==> config.mk <==
export PLATFORM = sky130hd
export DESIGN_NAME = alu_dispatch
export DESIGN_NICKNAME = d
export VERILOG_FILES = /design/src/rtl/alu_dispatch.sv
export SDC_FILE = /design/constraint.sdc
export NUM_CORES = 1
export LEC_CHECK = 0
export ABC_AREA = 0
export CAP_MARGIN = 20
export CORE_AREA = 10 10 149 82
export DETAILED_ROUTE_END_ITERATION = 16
export DIE_AREA = 0 0 159 92
export PLACE_DENSITY = 0.91
export SETUP_SLACK_MARGIN = 0.3
export SYNTH_ARGS = -nofsm -noshare
export SYNTH_HDL_FRONTEND = slang
export SYNTH_SLANG_ARGS = --single-unit
==> constraint.sdc <==
create_clock -name clk -period 2.91 [get_ports clk]
set_input_delay 0.582 -clock clk [delete_from_list [all_inputs] [get_ports clk]]
set_output_delay 0.582 -clock clk [all_outputs]
set_load 0.005 [all_outputs]
==> src/rtl/alu_dispatch.sv <==
// Request FIFO feeding a multi-cycle ALU, with per-op timeout and a
// held response register released by a valid/ready handshake.
module alu_dispatch #(
    parameter int DEPTH   = 4,
    parameter int TIMEOUT = 32
) (
    input  logic                     clk,
    input  logic                     rst,
    input  logic                     req_valid,
    output logic                     req_ready,
    input  logic [1:0]               req_op,
    input  logic [7:0]               req_a,
    input  logic [7:0]               req_b,
    output logic [1:0]               alu_select,
    output logic [7:0]               alu_a,
    output logic [7:0]               alu_b,
    output logic                     alu_start,
    input  logic                     alu_done,
    input  logic [15:0]              alu_result,
    input  logic [3:0]               alu_flags,
    output logic                     rsp_valid,
    input  logic                     rsp_ready,
    output logic [15:0]              rsp_result,
    output logic [3:0]               rsp_flags,
    output logic [1:0]               rsp_op,
    output logic                     rsp_timeout,
    output logic [$clog2(DEPTH):0]   pending
);

    localparam int AW = $clog2(DEPTH);
    localparam int PW = AW + 1;
    localparam int CW = $clog2(TIMEOUT);

    typedef enum logic [1:0] {IDLE, ISSUE, WAIT, RESP} state_t;

    state_t        state_q, state_d;
    logic [17:0]   mem_q [DEPTH];
    logic [AW-1:0] head_q, tail_q;
    logic [PW-1:0] cnt_q;
    logic [CW-1:0] tmr_q, tmr_d;
    logic [1:0]    sel_q, sel_d;
    logic [7:0]    a_q, a_d, b_q, b_d;
    logic [15:0]   res_q, res_d;
    logic [3:0]    flg_q, flg_d;
    logic [1:0]    rop_q, rop_d;
    logic          to_q, to_d;
    logic          push, pop;

    assign req_ready = (cnt_q != PW'(DEPTH));
    assign push      = req_valid && req_ready;

    always_ff @(posedge clk) begin
        if (push && !rst) begin
            mem_q[tail_q] <= {req_op, req_a, req_b};
        end
    end

    always_ff @(posedge clk) begin
        if (rst) begin
            head_q <= '0;
            tail_q <= '0;
            cnt_q  <= '0;
        end else begin
            if (push) tail_q <= tail_q + AW'(1);
            if (pop)  head_q <= head_q + AW'(1);
            cnt_q <= cnt_q + PW'(push) - PW'(pop);
        end
    end

    always_ff @(posedge clk) begin
        if (rst) begin
            state_q <= IDLE;
            tmr_q   <= '0;
            sel_q   <= '0;
            a_q     <= '0;
            b_q     <= '0;
            res_q   <= '0;
            flg_q   <= '0;
            rop_q   <= '0;
            to_q    <= 1'b0;
        end else begin
            state_q <= state_d;
            tmr_q   <= tmr_d;
            sel_q   <= sel_d;
            a_q     <= a_d;
            b_q     <= b_d;
            res_q   <= res_d;
            flg_q   <= flg_d;
            rop_q   <= rop_d;
            to_q    <= to_d;
        end
    end

    always_comb begin
        state_d   = state_q;
        tmr_d     = tmr_q;
        sel_d     = sel_q;
        a_d       = a_q;
        b_d       = b_q;
        res_d     = res_q;
        flg_d     = flg_q;
        rop_d     = rop_q;
        to_d      = to_q;
        pop       = 1'b0;
        alu_start = 1'b0;
        rsp_valid = 1'b0;
        unique case (state_q)
            IDLE: begin
                if (cnt_q != '0) begin
                    pop                = 1'b1;
                    {sel_d, a_d, b_d}  = mem_q[head_q];
                    state_d            = ISSUE;
                end
            end
            ISSUE: begin
                alu_start = 1'b1;
                tmr_d     = '0;
                state_d   = WAIT;
            end
            WAIT: begin
                tmr_d = tmr_q + CW'(1);
                // a completion on the final cycle still beats the timeout
                if (alu_done) begin
                    res_d   = alu_result;
                    flg_d   = alu_flags;
                    rop_d   = sel_q;
                    to_d    = 1'b0;
                    state_d = RESP;
                end else if (tmr_q == CW'(TIMEOUT - 1)) begin
                    res_d   = '0;
                    flg_d   = '0;
                    rop_d   = sel_q;
                    to_d    = 1'b1;
                    state_d = RESP;
                end
            end
            RESP: begin
                rsp_valid = 1'b1;
                if (rsp_ready) begin
                    if (cnt_q != '0) begin
                        pop               = 1'b1;
                        {sel_d, a_d, b_d} = mem_q[head_q];
                        state_d           = ISSUE;
                    end else begin
                        state_d = IDLE;
                    end
                end
            end
            default: state_d = IDLE;
        endcase
    end

    assign alu_select  = sel_q;
    assign alu_a       = a_q;
    assign alu_b       = b_q;
    assign rsp_result  = res_q;
    assign rsp_flags   = flg_q;
    assign rsp_op      = rop_q;
    assign rsp_timeout = to_q;
    assign pending     = cnt_q;

endmodule

# ---- Word-level counts from Yosys, hierarchy flattened
# Memories as Yosys holds them, arrays and structs flattened. A register that Yosys moved wholly into a read port is not among the register bits.
# Index checks and enable logic that the tools add are counted.
dict set report totals {
  regBits 55
  inputBits 43
  memories 1
  out_inout_bits 47
  ramBits 72
  word_cells 70
}
dict set report classes {
  reduce_logical 11
  muxes 33
  n_eq_ne 8
  n_addsub 5
}
# memory words width read_ports rd_ports_with_merged_regs wr line_no
set memory_table {}
lappend memory_table {mem_q 4 18 1 1 1 37} ;# logic [17:0] mem_q [DEPTH];
# cell count
set ops {}
lappend ops {{16-bit 2-to-1 mux} 2}
lappend ops {{8-bit 2-to-1 mux} 4}
lappend ops {{8-bit case mux with 2 select lines} 2}
lappend ops {{2-bit 2-to-1 mux} 10}
lappend ops {{5-bit case mux with 2 select lines} 1}
lappend ops {{1-bit 2-to-1 mux} 9}
lappend ops {{4-bit 2-to-1 mux} 2}
lappend ops {{2-bit case mux with 4 select lines} 1}
lappend ops {{3-bit inequality test (second input constant)} 2}
lappend ops {{2-bit nonzero test} 3}
lappend ops {{5-bit by 1-bit adder with 5-bit output (second input constant)} 1}
lappend ops {{5-bit == test (second input constant)} 1}
lappend ops {{2-bit by 1-bit adder with 2-bit output (second input constant)} 2}
lappend ops {{2-bit == test (second input constant)} 2}
lappend ops {{2-bit inequality test (second input constant)} 2}
lappend ops {{2-bit case mux with 2 select lines} 1}
lappend ops {{2-bit AND reduction} 2}
lappend ops {{3-bit by 1-bit adder with 3-bit output} 1}
lappend ops {{3-bit AND reduction} 1}
lappend ops {{3-bit nonzero test} 1}
lappend ops {{3-bit by 1-bit subtractor with 3-bit output} 1}
lappend ops {{2-bit by 1-bit == test with 1-bit output (second input constant)} 1}
lappend ops {{1-bit logical AND} 2}
lappend ops {{2-bit logical NOT} 1}
lappend ops {{2 further kinds} 2}

# ---- Longest topological paths before layout
# Gate-level depths: netlist of run 1.
dict set report depth {
  word_depth 6
  ltp_mapped 12
  mapped_depth_nobuf 12
}

# ---- Least setup slack after synthesis of run 1
# No wires, ideal clock.
dict set report synth_timing {
  path_kind {flip-flop to flip-flop}
  startpoint {register state_q[0]}
  endpoint {register cnt_q[2], in the netlist pending[2]}
  path_buffers 0
  stages_incl_launch_ff 12
  setup_time_ps 128
  arrival_ps 2222
  required_time_ps 2782
  synth_period_minus_slack_ps 2350
  path_slack_ps 560
  cell_sequence {dfxtp_1 -> inv_1 -> ha_1 -> nor3_1 -> ha_1 -> inv_1 -> ha_1 -> inv_1 -> fa_1 -> xor2_1 -> xnor2_1 -> nor2_1}
}
dict set report synth_between {
  elab_chain_len 3
  elab_cells_between_ends 4
  cone_classes {add/sub: 1; eq/ne: 1; mux: 1; reduce/logical: 1}
}
# item line_no
set synth_rtl {}
lappend synth_rtl {{start, declared} 36} ;# state_t state_q, state_d;
lappend synth_rtl {{start signal, assigned} 82} ;# state_q <= state_d;
lappend synth_rtl {{2-bit == test or 2-bit logical NOT (tied branches)} 107} ;# unique case (state_q)
lappend synth_rtl {{1-bit case mux with 2 select lines *} 107}
lappend synth_rtl {{via pop} 47} ;# logic push, pop;
lappend synth_rtl {{3-bit by 1-bit subtractor with 3-bit output *} 66} ;# cnt_q <= cnt_q + PW'(push) - PW'(pop);
lappend synth_rtl {{end signal, assigned} 66}
lappend synth_rtl {{end, declared} 39} ;# logic [PW-1:0] cnt_q;
# The timed path passes the listed nets; every way through them passes the cells marked *.
# A chain may end at the register's enable or synchronous reset.

# ---- Worst setup path after layout of run 1
# Ends and elaborated chain as after synthesis.

==> results of run 1 <==
## state kept, by name (all words and copies together) (netlist names), named ones only
name,flops
alu_b,8
state_q,2
tmr_q,5
rsp_flags,4
mem_q,72
rsp_result,16
head_q,2
tail_q,2
alu_select,2
rsp_op,2
rsp_timeout,1
pending,3
alu_a,8
## worst register-to-register path, cell delays in order (launching register included)
cell and delay, ns:
dfxtp_1 0.40, inv_1 0.16, ha_4 0.33, nor3_2 0.24, ha_1 0.27, inv_1 0.06
ha_1 0.13, inv_1 0.05, fa_1 0.37, xor2_1 0.18, xnor2_1 0.13, nor2_1 0.05
## routing by layer
metal | global-route usage [%] | part of all wire [%] | vias to the layer above
met3 | 5.22 | 6.2 | 25
li1 | - | - | 1475
met4 | 5.75 | 1.6 | 0
met1 | 19.0 | 40 | 1593
met5 | 0 | 0 | -
met2 | 27.2 | 52 | 107
## cells by family after synthesis
| family | after synthesis |
|---|---|
| compound gates | 54 |
| xor+xnor | 5 |
| fa+ha+maj | 14 |
| buf+inv | 27 |
| flops | 129 |
| mux | 22 |
| simple gates | 99 |
## cell type report
cell class,count,area (µm²)
fill,654,3260
tap,140,175
multi-input combinational,194,1490
clock buffer,29,563
timing repair buffer,99,961
clock inverter,3,15.0
sequential,129,3300
inverter,8,30.0
## metrics by stage
stage	area [µm²]	hold WS, ns	utilization (%)	worst slack [ns]
after floorplan	4930	0.450	-	0.560
after global placement	5940	0.443	60.7	0.123
after detailed placement	5940	0.448	60.7	0.0671
after CTS	6530	0.457	66.6	0.368
after global routing	6540	0.468	66.7	0.302
final	6540	0.454	66.7	0.422
## placed cells by master, fill, tap and decap left out, drive strengths merged, types with 2 or more instances in the layout
master         instances
inv                    8
nor2b                  2
buf                   11
a21oi                 25
dfxtp                 57
mux2i                  4
nand2                 39
nand3                  3
mux4                  18
clkdlybuf4s50         88
nand3b                 2
ha                    13
and3                   2
clkbuf                29
nor3                   2
nand2b                 3
clkinv                 3
and2                   5
edfxtp                72
a22oi                 21
o21ai                  3
xnor2                  4
nor2                  35
## timing repair
item                                    4_1_cts  5_1_grt
gates resized for setup                       2        1
setup buffers                                 0        0
endpoints found under the setup margin        1        1
## power groups by stage
stage / logic [mW] / clock network, mW / registers (mW)
floorplan: 0.821 / 0 / 2.31
global placement: 1.30 / 0 / 2.32
detailed placement: 1.35 / 0 / 2.34
CTS: 1.39 / 2.06 / 2.31
global route: 1.53 / 2.13 / 2.34
finish: 1.39 / 2.03 / 2.31
## worst paths after layout
check,endpoint,slack [ns],depth (start not counted)
hold reg to reg,alu_a[6],0.45,2
setup / recovery,pending[2],0.42,11
hold / removal,alu_a[6],0.45,2
setup reg to reg,pending[2],0.42,11
==> impl_results.md, run 1 <==
- Clock skew: 0.00994 ns
- Comb pwr share: between 20% and 30%
- CP Launch Type: flip-flop
- GR Util All Layers: 16.1%
- Synth Area in Adders: 3.71%
- Worst Path Max Fanout: 12
- Final Wtd Congestion: slightly above 0.8
- Inst Count DP: between 500 and 600
- CP max stage delay: 0.40 ns
- Fmax: 402 MHz
- Post-CTS Hold Buffers: 0
- Critical path class: reg -> reg
- Run status: finished, final reports clean
- Total Power: roughly 5.7 mW
- Slew Viols, Final: 0
- Top-area cell type share of the netlist area: roughly 44%
- Vias in the first global route: between 3,000 and 4,000
- Crit path time final: around 2.5 ns
- Initial antenna violation count: 0
- Syn avg cell area: 14.1 µm²
- DR vias/cell: between 5 and 6
- Switching part of the total: between 20% and 30%
- Clock sink count: around 130
- DPL Wire Length: around 7800 µm
- CTS root buffer: clkbuf_16
- Largest family of logic cells by synthesized area: simple AND/OR/NAND/NOR gates
- Layout Nets: just over 500
- Worst Setup End Kind: flip-flop
- Post-Syn Nets: 407
- Final hold violations: 0
- Port Buffers: 89
- Global route total overflow: 0
- Fraction of layout cells with a size suffix above 1: 13.6%
- Hold Crit Start: alu_a[6]
- Peak VDD IR: between 0.0005 and 0.0006 V
- ANT nets after route: 0
- Top cells by area, synth: edfxtp_1 44%, dfxtp_1 23%, mux4_2 8.2%, ha_1 3.3%, a22oi_1 3.2%
- Critical path origin: state_q[0]
- Initial Utilization: between 50% and 60%
- Clock latency on the worst-skew pair: about 0.41 ns
- Worst Path Required: 3.19 ns
- Core Area: 9790 µm²
- Worst-margin pin slew: ~0.9 ns
- Share of synthesized flip-flops with an asynchronous set or reset: 0%
- Predominant post-synthesis flop cell: edfxtp_1
- Int Pwr: roughly 4.2 mW
- Drc violations: 0
- Critical path's slowest cell: dfxtp_1
- Synth cell types: 45
- Wirelength per Cell: approximately 20 µm
- Clock power share: roughly 35%
- Sequential share of the synthesized area: around two thirds
- RSZ-0062 raised after global routing: false
- CTS buffer count: 17
- Flops & latches, synth: 129
- Largest net degree at the start of global routing: 31
- Critical path buffers and inverters: 3
- Die extent in y: a little over 90 µm
- Cells after synthesis: 350
- CP Cell Sequence: inv_1 -> ha_4 -> nor3_2 -> ha_1 -> inv_1 -> ha_1 -> inv_1 -> fa_1 -> xor2_1 -> xnor2_1 -> nor2_1
- Clock-pin slew on the worst setup and hold paths: approximately 0.06 ns
- Post-route insts no fill: 602
- EDFF count, synth: 72
- Power per Cell Area: 878 nW/µm²
- Standard-cell rows: 26
- Max Cap Viol: 0
- Xor/xnor share of the synthesized area: 0.889%
- Area grow syn2layout: 32.6%
- Flop pwr share: about two fifths
- CP Data Arrival Time: between 2 and 3 ns
- Synth Area in Compound Gates: around 6.9%
- Die footprint: between 10,000 and 15,000 µm²
- Chip Width: between 150 and 200 µm
- Slew HR: about 40%
- NetSw: 1.56 mW
- Global-route wire length before repair: around 19,000 µm
- Iter 0 DRT Violations: between 200 and 300
- Multiplexer share of the synthesized area: a little under a tenth
- Mapped cell area: 4930 µm²
- Setup TNS: 0 ns
- Yosys Warn Count: 0
- CTS tree: done
- Worst R2R Start: state_q[0]
- CP top delay family: adder cells
- Tcrit/Tclk final: 85.5%
- Cell mode on critical path: inv_1
- H-tree depth: 4
- Diode count: 0
- DR vias: approximately 3,200
- Drt first pass iters: 5
- Commonest cells post-synth: 72 x edfxtp_1, 57 x dfxtp_1, 38 x nand2_1
- Clock Tree Buf Depth: 2
- Largest area contributor in the netlist: edfxtp_1
- Count leader, synth: edfxtp_1
- # setup viols final: 0
- I/O Pins: 90
- Synth Area in Simple Gates: 9.27%
- Worst min-delay path category: reg -> reg
- Final WL: 11,800 µm
- Leak: around 2.3 nW
Power figures use the tool's default switching activity.
==> run 2: changes to the inputs <==
--- a/config.mk
+++ b/config.mk
@@ -6,8 +6,10 @@
 export NUM_CORES = 1
 export LEC_CHECK = 0
 export ABC_AREA = 0
+export ABC_CLOCK_PERIOD_IN_PS = 2910
 export CAP_MARGIN = 20
 export CORE_AREA = 10 10 149 82
+export CTS_CLUSTER_DIAMETER = 40
 export DETAILED_ROUTE_END_ITERATION = 16
 export DIE_AREA = 0 0 159 92
 export PLACE_DENSITY = 0.91
==> results of run 2 <==
No change in the layout: final DEF, timing and power equal those of run 1.
==> run 3: changes to the inputs <==
--- a/config.mk
+++ b/config.mk
@@ -13,7 +13,7 @@
 export DETAILED_ROUTE_END_ITERATION = 16
 export DIE_AREA = 0 0 159 92
 export PLACE_DENSITY = 0.91
-export SETUP_SLACK_MARGIN = 0.3
+export SETUP_SLACK_MARGIN = 0.2
 export SYNTH_ARGS = -nofsm -noshare
 export SYNTH_HDL_FRONTEND = slang
 export SYNTH_SLANG_ARGS = --single-unit
==> run 3 against run 2 <==
- first-iteration DRC count is 4.9% lower
- global-route usage stayed put
- worst hold slack hardly changed
- maximum frequency is 2.0% lower
- die area stayed put
- flip-flop and latch count stayed put
- sequential share of layout area is 0.078 points higher
- design area is 0.15% lower
- routed wire length is 0.32% lower
- clock skew is 0.0016 ns lower
- sequential power hardly changed
- final cell count stayed put
- critical endpoint unchanged
==> impl_results.md, run 3 (synthesis gave the netlist of run 1 again) <==
- Final Wtd Congestion: 0.807 (unchanged)
- Clock latency on the worst-skew pair: 0.40 ns (about the same)
- Leak: 2.29 nW (about the same)
- Most common cell after layout, fill and taps aside: clkdlybuf4s50_1
- Peak VDD IR: 0.000526 V (-1.1%)
- Final WL: 11,800 µm (-0.32%)
- Global route total overflow: 0 (unchanged)
- DR vias/cell: 5.23 (-1.7%)
- Run status: finished, final reports clean
- Power per Cell Area: 876 nW/µm² (-0.26%)
- CP max stage delay: 0.40 ns (about the same)
- Comb pwr share: 24.0% (-0.3 points)
- Placed Area: 5940 µm² (unchanged)
- Clock power share: 35.5% (about the same)
- Crit path time final: 2.54 ns (+0.0504 ns)
- Worst Path Max Fanout: 12 (unchanged)
- Initial Utilization: 50.3% (unchanged)
- Global-route wire length before repair: 18,600 µm (unchanged)
- RSZ-0062 raised after global routing: false
- Int Pwr: 4.16 mW (-0.37%)
- Post-route cell area: 6530 µm² (-0.15%)
- Clock sink count: 129 (unchanged)
- # setup viols final: 0 (unchanged)
- Worst min-delay path category: reg -> reg
- Clock Tree Buf Depth: 2 (unchanged)
- ANT nets after route: 0 (unchanged)
- Post-layout util: 66.6% (-0.10 points)
- Post-CTS Hold Buffers: 0 (unchanged)
- Core Area: 9790 µm² (unchanged)
- Initial antenna violation count: 0 (unchanged)
- Max Cap Viol: 0 (unchanged)
- Worst-margin pin slew: 0.915 ns (+0.00345 ns)
- Fraction of layout cells with a size suffix above 1: 13.6% (unchanged)
- Chip Width: 159 µm (unchanged)
- Critical path's slowest cell: ha_2
- Number of fill cells: 655 (+0.15%)
- Switching part of the total: 27.2% (about the same)
- CP Launch Type: flip-flop
- CTS tree: done
- GR Util All Layers: 16.1% (unchanged)
- Inst Count DP: 570 (unchanged)
- Die extent in y: 92 µm (unchanged)
- CP Cell Sequence: inv_1 -> ha_2 -> nor3_2 -> ha_1 -> inv_1 -> ha_1 -> inv_1 -> fa_1 -> xor2_1 -> xnor2_1 -> nor2_1
- Worst Setup End Kind: flip-flop
- Tcrit/Tclk final: 87.2% (+1.7 points)
- Critical path class: reg -> reg
- Standard-cell rows: 26 (unchanged)
- Vias in the first global route: 3,351 (unchanged)
- Wirelength per Cell: 19.6 µm (-0.32%)
- Total Power: 5.72 mW (-0.41%)
- Area grow syn2layout: 32.4%
- Clock skew: 0.00832 ns (-0.00161 ns)
- Most frequent cells in the layout: 88 x clkdlybuf4s50_1, 72 x edfxtp_1, 57 x dfxtp_1, 38 x nand2_1, 34 x nor2_1
- CP top delay family: adder cells
- Fmax: 394 MHz (-2.0%)
- Flop pwr share: 40.5% (+0.2 points)
- Diode count: 0 (unchanged)
- CP Data Arrival Time: 2.82 ns (+0.05 ns)
- DPL Wire Length: 7790 µm (unchanged)
- Slew HR: 38.9% (-0.23 points)
- Largest reg by FF count: mem_q
- Critical path buffers and inverters: 3 (unchanged)
- Layout Nets: 506 (unchanged)
- Iter 0 DRT Violations: 274 (-4.9%)
- Drc violations: 0 (unchanged)
- Slew Viols, Final: 0 (unchanged)
- NetSw: 1.55 mW (-0.51%)
- I/O Pins: 90 (unchanged)
- Max reg flops: 72 (unchanged)
- CTS buffer count: 17 (unchanged)
- H-tree depth: 4 (unchanged)
- Post-route insts no fill: 602 (unchanged)
- Final hold violations: 0 (unchanged)
- Die footprint: 14,600 µm² (unchanged)
- Port Buffers: 89 (unchanged)
- CTS root buffer: clkbuf_16
- Worst Path Required: 3.19 ns (about the same)
- DR vias: 3,146 (-1.7%)
- Largest net degree at the start of global routing: 31 (unchanged)
- Cell mode on critical path: inv_1
- Clock-pin slew on the worst setup and hold paths: 0.06 ns (about the same)
- Setup Buffers After CTS: 0 (unchanged)
- Drt first pass iters: 4 (-1)
- Setup TNS: 0 ns (unchanged)
==> run 3: area by class of cell <==
class,count,area (µm²),area share [%]
clock buffers,29,563,8.63
clock inverters,3,15.0,0.230
inverters,8,30.0,0.460
multi-input cells,194,1480,22.6
flip-flops and latches,129,3300,50.6
well taps,140,175,2.68
repair buffers,99,961,14.7
==> run 3: final timing paths <==
| kind | startpoint | to | slack, ns | cells past startpoint |
|---|---|---|---|---|
| setup / recovery | state_q[0] | pending[2] | 0.37 | 11 |
| hold / removal | alu_a[6] | alu_a[6] | 0.45 | 2 |
| setup reg to reg | state_q[0] | pending[2] | 0.37 | 11 |
| hold reg to reg | alu_a[6] | alu_a[6] | 0.45 | 2 |
==> run 3: stage by stage <==
step | hold WS [ns] | setup WS [ns]
after global placement | 0.443 | 0.123
after CTS | 0.457 | 0.258
after detailed placement | 0.448 | 0.0671
final | 0.454 | 0.372
after floorplan | 0.450 | 0.560
after global routing | 0.468 | 0.234
==> run 3: what timing repair did <==
item,4_1_cts,5_1_grt
resized for setup,1,1
endpoints found under the setup margin,1,1
pin swaps,0,0
gates cloned,0,0
endpoints found under the hold margin,0,0
==> run 3: power groups by stage <==
| stage | clock, mW | sequential, mW | combinational, mW |
|---|---|---|---|
| 2_1_floorplan | 0 | 2.31 | 0.821 |
| 3_3_place_gp | 0 | 2.32 | 1.30 |
| 3_5_place_dp | 0 | 2.34 | 1.35 |
| 4_1_cts | 2.06 | 2.31 | 1.39 |
| 5_1_grt | 2.13 | 2.34 | 1.50 |
| 6_report | 2.03 | 2.31 | 1.37 |
==> run 3: per-layer routing <==
layer  global-route usage (%)  routed length [µm]  part of all wire, %  up-vias
li1                         -                   -                    -     1474
met3                     5.22                 772                  6.5       10
met5                        0                   0                    0        -
met4                     5.75                 116                 0.98        0
met2                     27.2                6160                   52       92
met1                     19.0                4750                   40     1570
==> run 3: worst register-to-register path: stages, from the launching register on <==
cell and delay [ns]:
dfxtp_1 0.39, inv_1 0.13, ha_2 0.40, nor3_2 0.26, ha_1 0.26, inv_1 0.06
ha_1 0.13, inv_1 0.05, fa_1 0.37, xor2_1 0.18, xnor2_1 0.13, nor2_1 0.05
